`src/rtl/meas_bram_logger.sv`:
```
// -----------------------------------------------------------------------------
// meas_bram_logger
//
// Captures samples from NUM_CH sensor channels into a dual-port block RAM
// through port B. Each channel has its own decimator and a one-deep pending
// register. A round-robin arbiter issues at most one RAM write per cycle.
// Capture runs one-shot (stop when the buffer is full) or circular (wrap and
// keep going). An arm pulse starts or restarts a capture.
//
// Optional build macro: LOGGER_TIMESTAMP_EN
//   Adds a free-running 12-bit timestamp, cleared on arm, in bram_din[27:16].
//   This is only meaningful with DATA_W <= 16.
//
// Ports
//   clk        system clock
//   rst        synchronous active-high reset
//   ch_data    channel samples, channel k at [k*DATA_W +: DATA_W]
//   ch_valid   one-cycle strobe per channel marking a new sample
//   arm        one-cycle pulse that starts or restarts capture
//   mode       0 = one-shot, 1 = circular (sampled on arm)
//   decim      store 1 of every decim+1 valid samples (sampled on arm)
//   bram_we    port-B write enable
//   bram_addr  port-B word address
//   bram_din   port-B data: {ch[3:0], ts[11:0] or 0, sample}
//   wr_count   words written since arm, saturating at 2**ADDR_W
//   busy       capture in progress
//   done       one-shot buffer full
//   wrapped    sticky: circular capture wrapped at least once
//   overflow   sticky: a pending sample was replaced before it was written
// -----------------------------------------------------------------------------
module meas_bram_logger #(
  parameter int DATA_W  = 16,
  parameter int ADDR_W  = 11,
  parameter int NUM_CH  = 2,
  parameter int DECIM_W = 8
) (
  input  logic                     clk,
  input  logic                     rst,
  input  logic [NUM_CH*DATA_W-1:0] ch_data,
  input  logic [NUM_CH-1:0]        ch_valid,
  input  logic                     arm,
  input  logic                     mode,
  input  logic [DECIM_W-1:0]       decim,
  output logic                     bram_we,
  output logic [ADDR_W-1:0]        bram_addr,
  output logic [31:0]              bram_din,
  output logic [ADDR_W:0]          wr_count,
  output logic                     busy,
  output logic                     done,
  output logic                     wrapped,
  output logic                     overflow
);

  localparam int CH_W = (NUM_CH > 1) ? $clog2(NUM_CH) : 1;
  localparam logic [ADDR_W-1:0] LAST_ADDR = '1;
  localparam logic [ADDR_W:0]   FULL_CNT  = {1'b1, {ADDR_W{1'b0}}};

  typedef enum logic [1:0] {IDLE, RUN, DONE} state_t;

  state_t              state, state_n;
  logic                mode_q;
  logic [DECIM_W-1:0]  decim_q;
  logic [ADDR_W-1:0]   ptr;
  logic [CH_W-1:0]     rr_ptr;
  logic [DECIM_W-1:0]  dcnt      [NUM_CH];
  logic [DATA_W-1:0]   pend_data [NUM_CH];
  logic [NUM_CH-1:0]   pend_flag, pend_flag_n;
  logic [NUM_CH-1:0]   accept, eff_pend, ovf_set;
  logic                run_ok, grant_vld, last_write;
  logic [CH_W-1:0]     grant_ch;
  logic [DATA_W-1:0]   grant_data;
  logic [31:0]         din_n;
  int                  j;

`ifdef LOGGER_TIMESTAMP_EN
  logic [11:0] ts;
  always_ff @(posedge clk) begin
    if (rst || arm) ts <= '0;
    else            ts <= ts + 12'd1;
  end
`endif

  assign busy = (state == RUN);
  assign done = (state == DONE);

  // Acceptance and arbitration. A sample accepted this cycle is visible to
  // the arbiter immediately, so an idle channel is written on the next edge.
  always_comb begin
    // NOTE: every always_comb output gets a default first so no path leaves
    // it unassigned, which would otherwise infer a latch.
    run_ok     = (state == RUN) && !arm;
    grant_vld  = 1'b0;
    grant_ch   = '0;
    j          = 0;
    for (int k = 0; k < NUM_CH; k++)
      accept[k] = run_ok && ch_valid[k] && (dcnt[k] == '0);
    eff_pend = pend_flag | accept;
    // Walk offsets from farthest to nearest so the nearest requester after
    // the round-robin pointer is the last (winning) assignment.
    for (int i = NUM_CH - 1; i >= 0; i--) begin
      j = int'(rr_ptr) + i;
      if (j >= NUM_CH) j = j - NUM_CH;
      if (run_ok && eff_pend[j]) begin
        grant_vld = 1'b1;
        grant_ch  = CH_W'(j);
      end
    end
    // Registered sample if one is waiting, otherwise bypass the live input.
    grant_data = pend_flag[grant_ch] ? pend_data[grant_ch]
                                     : ch_data[grant_ch*DATA_W +: DATA_W];
    last_write = grant_vld && !mode_q && (ptr == LAST_ADDR);

    din_n              = '0;
    din_n[DATA_W-1:0]  = grant_data;
`ifdef LOGGER_TIMESTAMP_EN
    din_n[27:16]       = ts;
`endif
    din_n[31:28]       = 4'(grant_ch);

    pend_flag_n = pend_flag;
    ovf_set     = '0;
    for (int k = 0; k < NUM_CH; k++) begin
      if (accept[k]) begin
        // Granted with an older sample waiting: the new one re-arms the flag.
        // Granted with nothing waiting: the new one went straight through.
        pend_flag_n[k] = pend_flag[k] | ~(grant_vld && grant_ch == CH_W'(k));
        ovf_set[k]     = pend_flag[k] & ~(grant_vld && grant_ch == CH_W'(k));
      end else if (grant_vld && grant_ch == CH_W'(k)) begin
        pend_flag_n[k] = 1'b0;
      end
    end
    if (arm || last_write) pend_flag_n = '0;

    state_n = state;
    if (arm)             state_n = RUN;
    else if (last_write) state_n = DONE;
  end

  always_ff @(posedge clk) begin
    // NOTE: sequential state uses non-blocking assignments so every register
    // samples the pre-edge values, independent of statement order.
    if (rst) begin
      state     <= IDLE;
      mode_q    <= 1'b0;
      decim_q   <= '0;
      ptr       <= '0;
      rr_ptr    <= '0;
      pend_flag <= '0;
      wr_count  <= '0;
      wrapped   <= 1'b0;
      overflow  <= 1'b0;
      bram_we   <= 1'b0;
      bram_addr <= '0;
      bram_din  <= '0;
      for (int k = 0; k < NUM_CH; k++) dcnt[k] <= '0;
    end else begin
      state     <= state_n;
      pend_flag <= pend_flag_n;
      bram_we   <= grant_vld;
      if (arm) begin
        mode_q   <= mode;
        decim_q  <= decim;
        ptr      <= '0;
        wr_count <= '0;
        wrapped  <= 1'b0;
        overflow <= 1'b0;
        for (int k = 0; k < NUM_CH; k++) dcnt[k] <= '0;
      end else begin
        if (|ovf_set) overflow <= 1'b1;
        for (int k = 0; k < NUM_CH; k++)
          if (run_ok && ch_valid[k])
            dcnt[k] <= (dcnt[k] == '0) ? decim_q : dcnt[k] - 1'b1;
        if (grant_vld) begin
          bram_addr <= ptr;
          bram_din  <= din_n;
          ptr       <= ptr + 1'b1;
          rr_ptr    <= (grant_ch == CH_W'(NUM_CH - 1)) ? '0 : grant_ch + 1'b1;
          if (wr_count != FULL_CNT) wr_count <= wr_count + 1'b1;
          if (mode_q && ptr == LAST_ADDR) wrapped <= 1'b1;
        end
      end
    end
  end

  // NOTE: sample storage is not reset; its contents are only ever read while
  // the matching pending flag (which is reset) is set.
  always_ff @(posedge clk) begin
    for (int k = 0; k < NUM_CH; k++)
      if (accept[k]) pend_data[k] <= ch_data[k*DATA_W +: DATA_W];
  end

endmodule
```
`config.mk`:
```
export PLATFORM = sky130hd
export DESIGN_NAME = meas_bram_logger
export DESIGN_NICKNAME = d
export VERILOG_FILES = /design/src/rtl/meas_bram_logger.sv
export SDC_FILE = /design/constraint.sdc
export NUM_CORES = 1
export LEC_CHECK = 0
export CAP_MARGIN = 40
export CORE_MARGIN = 4
export CORE_UTILIZATION = 45
export DETAILED_ROUTE_END_ITERATION = 12
export GPL_TIMING_DRIVEN = 0
export PLACE_DENSITY_LB_ADDON = 0.15
export RECOVER_POWER = 50
export SYNTH_ARGS = -nofsm -noshare
export SYNTH_HDL_FRONTEND = slang
export SYNTH_SLANG_ARGS = --single-unit
```
`constraint.sdc`:
```
create_clock -name clk -period 3.7 [get_ports clk]
set_clock_uncertainty 0.2 [all_clocks]
set_input_delay 0.74 -clock clk [delete_from_list [all_inputs] [get_ports clk]]
set_output_delay 0.74 -clock clk [all_outputs]
set_load 0.005 [all_outputs]
```
Word-level counts from Yosys, hierarchy flattened
Memory sizes are Yosys's and may differ from the RTL's.
Cells that the tools add are included.
{"block": "totals", "register_bits": 68, "ramBits": 48, "input_bits": 46, "elab_cells": 120, "mem_count": 2}
{"name": "pend_data", "depth": 2, "width": 16, "read_ports": 1, "rd_clocked_by_memory_dff": 0, "wr": 2, "line": "66", "text": "logic [DATA_W-1:0] pend_data [NUM_CH];"}
{"name": "dcnt", "depth": 2, "width": 8, "read_ports": 2, "rd_clocked_by_memory_dff": 0, "wr": 2, "line": "65", "text": "logic [DECIM_W-1:0] dcnt [NUM_CH];"}
{"block": "op_classes", "addsub": 8, "magnitude_cmp": 5, "n_eq_ne": 4, "n_shift": 1, "muxes": 47, "bitwise_logic": 13, "reduce_logical": 26}
{"cell": "$lt A32 B3 Y1 const B", "n": 2}
{"cell": "$mux W32", "n": 2}
{"cell": "$mux W8", "n": 6}
{"cell": "$mux W1", "n": 38}
{"cell": "$shiftx A32 B6 Y16", "n": 1}
{"cell": "$logic_not A8 Y1", "n": 2}
{"cell": "$mux W16", "n": 1}
{"cell": "$sub A8 B1 Y8 const B", "n": 2}
{"cell": "$add A12 B1 Y12 const B", "n": 1}
{"cell": "$logic_and A1 B1 Y1", "n": 12}
{"cell": "$ne A12 B12 Y1 const B", "n": 1}
{"cell": "$add A11 B1 Y11 const B", "n": 1}
{"cell": "$eq A11 B11 Y1 const B", "n": 1}
{"cell": "$or A1 B1 Y1", "n": 6}
{"cell": "$reduce_and A2 Y1", "n": 3}
{"cell": "$reduce_bool A2 Y1", "n": 3}
{"cell": "$reduce_or A2 Y1", "n": 3}
{"cell": "$not A1 Y1", "n": 4}
{"cell": "$sub A1 B2 Y3 const B", "n": 1}
{"cell": "$sub A2 B2 Y3 const B", "n": 1}
{"cell": "$add A1 B1 Y2 const B", "n": 1}
{"cell": "$and A1 B1 Y1", "n": 2}
{"cell": "$eq A2 B1 Y1 const B", "n": 1}
{"cell": "$eq A2 B2 Y1 const B", "n": 1}
{"cell": "other kinds (7)", "n": 8}

Logic depth before layout (Yosys ltp)
{"block": "depth", "ltp_word": 17, "mapped_depth": 10, "mapped_depth_nobuf": 8}

Least setup slack after synthesis
Ideal clock, no wire load.
{"block": "synth_path", "path_type": "in2reg", "from": "input port arm", "to": "register bram_din[0]", "setup_ns": 0.141, "arrival_time_ns": 2.736, "t_required_ns": 3.359, "path_slack_ns": 0.623, "path_stages": 8, "path_buffers": 2, "cell_sequence": "nor3b_1 > nand4_1 > inv_1 > o221ai_1 > buf_2 > buf_2 > mux2i_1 > o221ai_1"}
{"block": "synth_between", "elab_chain_cells": 14, "elab_cells_between_ends": 26, "cone_classes": "shift (1); mux (13); bitwise (2); reduce/logical (9); memory (1)"}
{"element": "start, declared", "line": "41", "text": "input logic arm,"}
{"element": "$logic_not A1 Y1 (*)", "line": "91", "text": "run_ok = (state == RUN) && !arm;"}
{"element": "$logic_and A1 B1 Y1 (*)", "line": "91"}
{"element": "$logic_and A1 B1 Y1 (*) (2 in series)", "line": "96", "text": "accept[k] = run_ok && ch_valid[k] && (dcnt[k] == '0);"}
{"element": "via accept[1]", "line": "68", "text": "logic [NUM_CH-1:0] accept, eff_pend, ovf_set;"}
{"element": "$or A2 B2 Y2 (*)", "line": "97", "text": "eff_pend = pend_flag | accept;"}
{"element": "branches (longest 9 deep; another with $shiftx A32 B6 Y16)"}
{"element": "end signal, assigned", "line": "175", "text": "bram_din <= din_n;"}
{"element": "end, declared", "line": "46", "text": "output logic [31:0] bram_din,"}
Mark *: on every way through the listed nets, which the timed path passes. The select of a mux whose other input is x is not followed.
A chain may end at the register's enable or synchronous reset.

Worst setup path in the final report
{"block": "layout_path", "from": "input port arm", "to": "register bram_din[6]"}
Same word-level chain as after synthesis.

==> results.json <==
{
  "die-area_um2": 13500,
  "global_route_wire_length_before_repair_um": 21300,
  "post_synth_xor_area_fraction": 0.0250,
  "setup_violations": 0,
  "synthesis.instances": 506,
  "sequential_to_total_area_share_from_yosys_stat": 0.533,
  "numCtsBuffers": 17,
  "post_drt_wl_per_cell_um": 17.0,
  "syn-cell-area_um2": 5260,
  "seq_pwr_share": 0.436,
  "chipHeight_um": 116,
  "timing.critical_path.fanout_max": 15,
  "synth-simple-area-share": 0.153,
  "f_max_mhz": 294,
  "grt_pass1_vias": 4279,
  "start_kind": "primary input",
  "combinational_family_with_the_most_area_after_synthesis": "simple AND/OR/NAND/NOR gates",
  "rows": 39,
  "worstSkewPairLatency_ns": 0.41,
  "cp.arrival_ns": 3.45,
  "detail_route.iter0.violations": 290,
  "grt_setup_unrepaired": "no",
  "finalCritPeriodShare": 0.918,
  "slew_viol_final": 0,
  "post_synth_num_cell_types": 51,
  "power.total_w": 0.00318,
  "max_slew_margin": 0.534,
  "drt_wl_total_um": 13300,
  "setup.worst_path.class": "in2reg",
  "yosys-mux-area-fraction": 0.0819,
  "layout_cell_share_with_drive_strength_beyond_1": 0.0902,
  "area_growth_pct": 33.1,
  "grt_max_degree": 17,
  "dpl-instance-area_um2": 6420,
  "final_common_cell": "sky130_fd_sc_hd__dlygate4sd3_1",
  "timing.critical_path.required_ns": 3.76,
  "synthesis.area_per_instance_um2": 10.4,
  "powerDensity_nw_per_um2": 454,
  "layout.nets": 682,
  "buffer_ports.inserted": 89,
  "yosys.area_share.adder": 0.0162,
  "timing.critical_path.to_type": "flip-flop",
  "r2r_slack_ns": 0.36,
  "die_width_um": 116,
  "cts_num_sinks": 116,
  "core-area_um2": 11400,
  "internal_power_w": 0.00245,
  "detailed_route_via_count": 4347,
  "floorplan.io_pins": 106,
  "hold_path_class": "reg2reg",
  "synth-edff-count": 48,
  "ys_dominant_reg_cell": "sky130_fd_sc_hd__dfxtp_1",
  "ir_worst_vdd_v": 0.000264,
  "antenna_cells_inserted": 0,
  "worst_hold_slack_ns": 0.251,
  "worst_slew_pin_slew_ns": 0.698,
  "hold_viol_final": 0,
  "max-clock-path-buffers": 2,
  "post_cts_hold_buffer_count": 0,
  "fraction_of_power_spent_switching_nets": 0.229,
  "yosys_warnings": 0,
  "final_design_area_no_fill_um2": 7000,
  "grt_antenna_before_repair": 0,
  "cts.root.buffer_cell": "sky130_fd_sc_hd__clkbuf_16",
  "finalCriticalPeriod_ns": 3.40,
  "drtAntennaViolNets": 0,
  "viasPerCell": 5.53,
  "clk_transition_reported_paths_ns": 0.05,
  "tritoncts": "done",
  "grt_overflow": 0,
  "post-dp-hpwl_um": 9580,
  "synth-seq-cells": 116,
  "run_status": "finished, final reports clean",
  "post-cts-setup-buffers": 0,
  "power.net_switching_w": 0.000729,
  "layout.cells.most_common_list": "sky130_fd_sc_hd__dlygate4sd3_1, sky130_fd_sc_hd__dfxtp_1, sky130_fd_sc_hd__nand2_1, sky130_fd_sc_hd__edfxtp_1, sky130_fd_sc_hd__mux2i_1",
  "synth-async-reset-ratio": 0,
  "cap_viol_max_count": 0,
  "fill_cells": 974,
  "drt_drc_violations_left": 0,
  "starting_utilization_of_the_core_area": 0.460,
  "htree_num_levels": 4,
  "synth_compound_area_frac": 0.136,
  "grt_util_all_layers": 0.203,
  "finalWeightedCongestion": 0.898,
  "dr.pass1.iters": 4,
  "p_clk_frac": 0.491,
  "leakagePower_nw": 2.80,
  "pwr-share-comb": 0.073
}
critical path: stages:
cell,delay [ns]
sky130_fd_sc_hd__clkdlybuf4s50_1,0.52
sky130_fd_sc_hd__nor3b_2,0.49
sky130_fd_sc_hd__nand4_1,0.21
sky130_fd_sc_hd__inv_1,0.31
sky130_fd_sc_hd__buf_16,0.20
sky130_fd_sc_hd__o221ai_1,0.12
sky130_fd_sc_hd__buf_2,0.24
sky130_fd_sc_hd__buf_2,0.26
sky130_fd_sc_hd__mux2i_1,0.20
sky130_fd_sc_hd__o221ai_1,0.15
path summary, 6_finish.rpt:
path	from	endpoint	cells after the start
min reg2reg	bram_addr[1]	bram_addr[1]	2
max	arm	bram_din[6]	10
max reg2reg	dcnt[0][8]	bram_din[6]	11
min	bram_addr[1]	bram_addr[1]	2
registers in the layout, indices dropped and copies added (netlist names), 2 cells and up:
register / count
pend_data: 32
bram_din: 17
dcnt: 16
wr_count: 12
bram_addr: 11
ptr: 11
decim_q: 8
pend_flag: 2
state: 2
power by group through the flow:
stage	combinational (W)	sequential [W]	clock, W
final	0.000233	0.00139	0.00156
after global routing	0.000259	0.00139	0.00165
after CTS	0.000242	0.00139	0.00158
after global placement	0.000233	0.00141	0
after floorplan	0.000139	0.00140	0
after detailed placement	0.000239	0.00141	0
what timing repair did:
action,4_1_cts,5_1_grt
endpoints found under the setup margin,14,0
resized for setup,1,0
hold endpoints to repair,0,0
metal layers:
layer / global-route usage / up-vias / part of all wire
met1: 0.269 / 2079 / 0.45
met3: 0.0487 / 13 / 0.062
met2: 0.329 / 138 / 0.47
met5: 0 / - / 0
li1: - / 2117 / -
met4: 0.0704 / 0 / 0.013
cell families after synthesis:
group	after synthesis
multiplexers	43
adder cells (fa/ha/maj)	7
AO/OA/AOI/OAI	103
buffers and inverters	57
AND/OR/NAND/NOR	164
flip-flops	116
XOR/XNOR	15
other	1
layout make-up:
cell class | instances | area [um2] | area share
plain buffers | 41 | 224 | 0.0320
repair buffers | 91 | 933 | 0.133
inverters | 16 | 60.1 | 0.00858
flip-flops and latches | 116 | 2800 | 0.401
clock buffers | 18 | 429 | 0.0613
multi-input cells | 347 | 2230 | 0.319
clock inverters | 14 | 138 | 0.0197
well taps | 143 | 179 | 0.0256
synth_stat cells (all sizes together), types with 2 or more instances:
library cell,number,share of area
xor2,2,0.0033
edfxtp,48,0.27
nor3b,5,0.0071
nor3,6,0.0057
o221ai,17,0.028
clkbuf,19,0.014
nand3,25,0.024
ha,6,0.014
xnor2,13,0.022
a211oi,16,0.023
o21ai,9,0.0086
a21oi,31,0.030
buf,22,0.029
nand2,51,0.036
o31ai,10,0.014
nor4b,2,0.0062
nand4,6,0.0071
nor4,6,0.0071
o21a,2,0.0029
o211ai,2,0.0029
or4,10,0.014
a2111oi,5,0.0083
and3,3,0.0036
nor2,41,0.029
nor2b,2,0.0024
dfxtp,68,0.26
inv,15,0.011
a31oi,3,0.0048
o41ai,3,0.0050
mux2i,43,0.082
through the flow:
step | TNS [ns] | utilization | setup WS (ns) | std cells
finish | 0 | 0.613 | 0.304 | 786
global placement | -18.38 | 0.559 | -0.626 | 752
global route | 0 | 0.613 | 0.0333 | 786
CTS | 0 | 0.613 | 0.276 | 786
detailed placement | -7.35 | 0.563 | -0.440 | 754
floorplan | 0 | - | 0.623 | 520
Power figures use the tool's default switching activity.
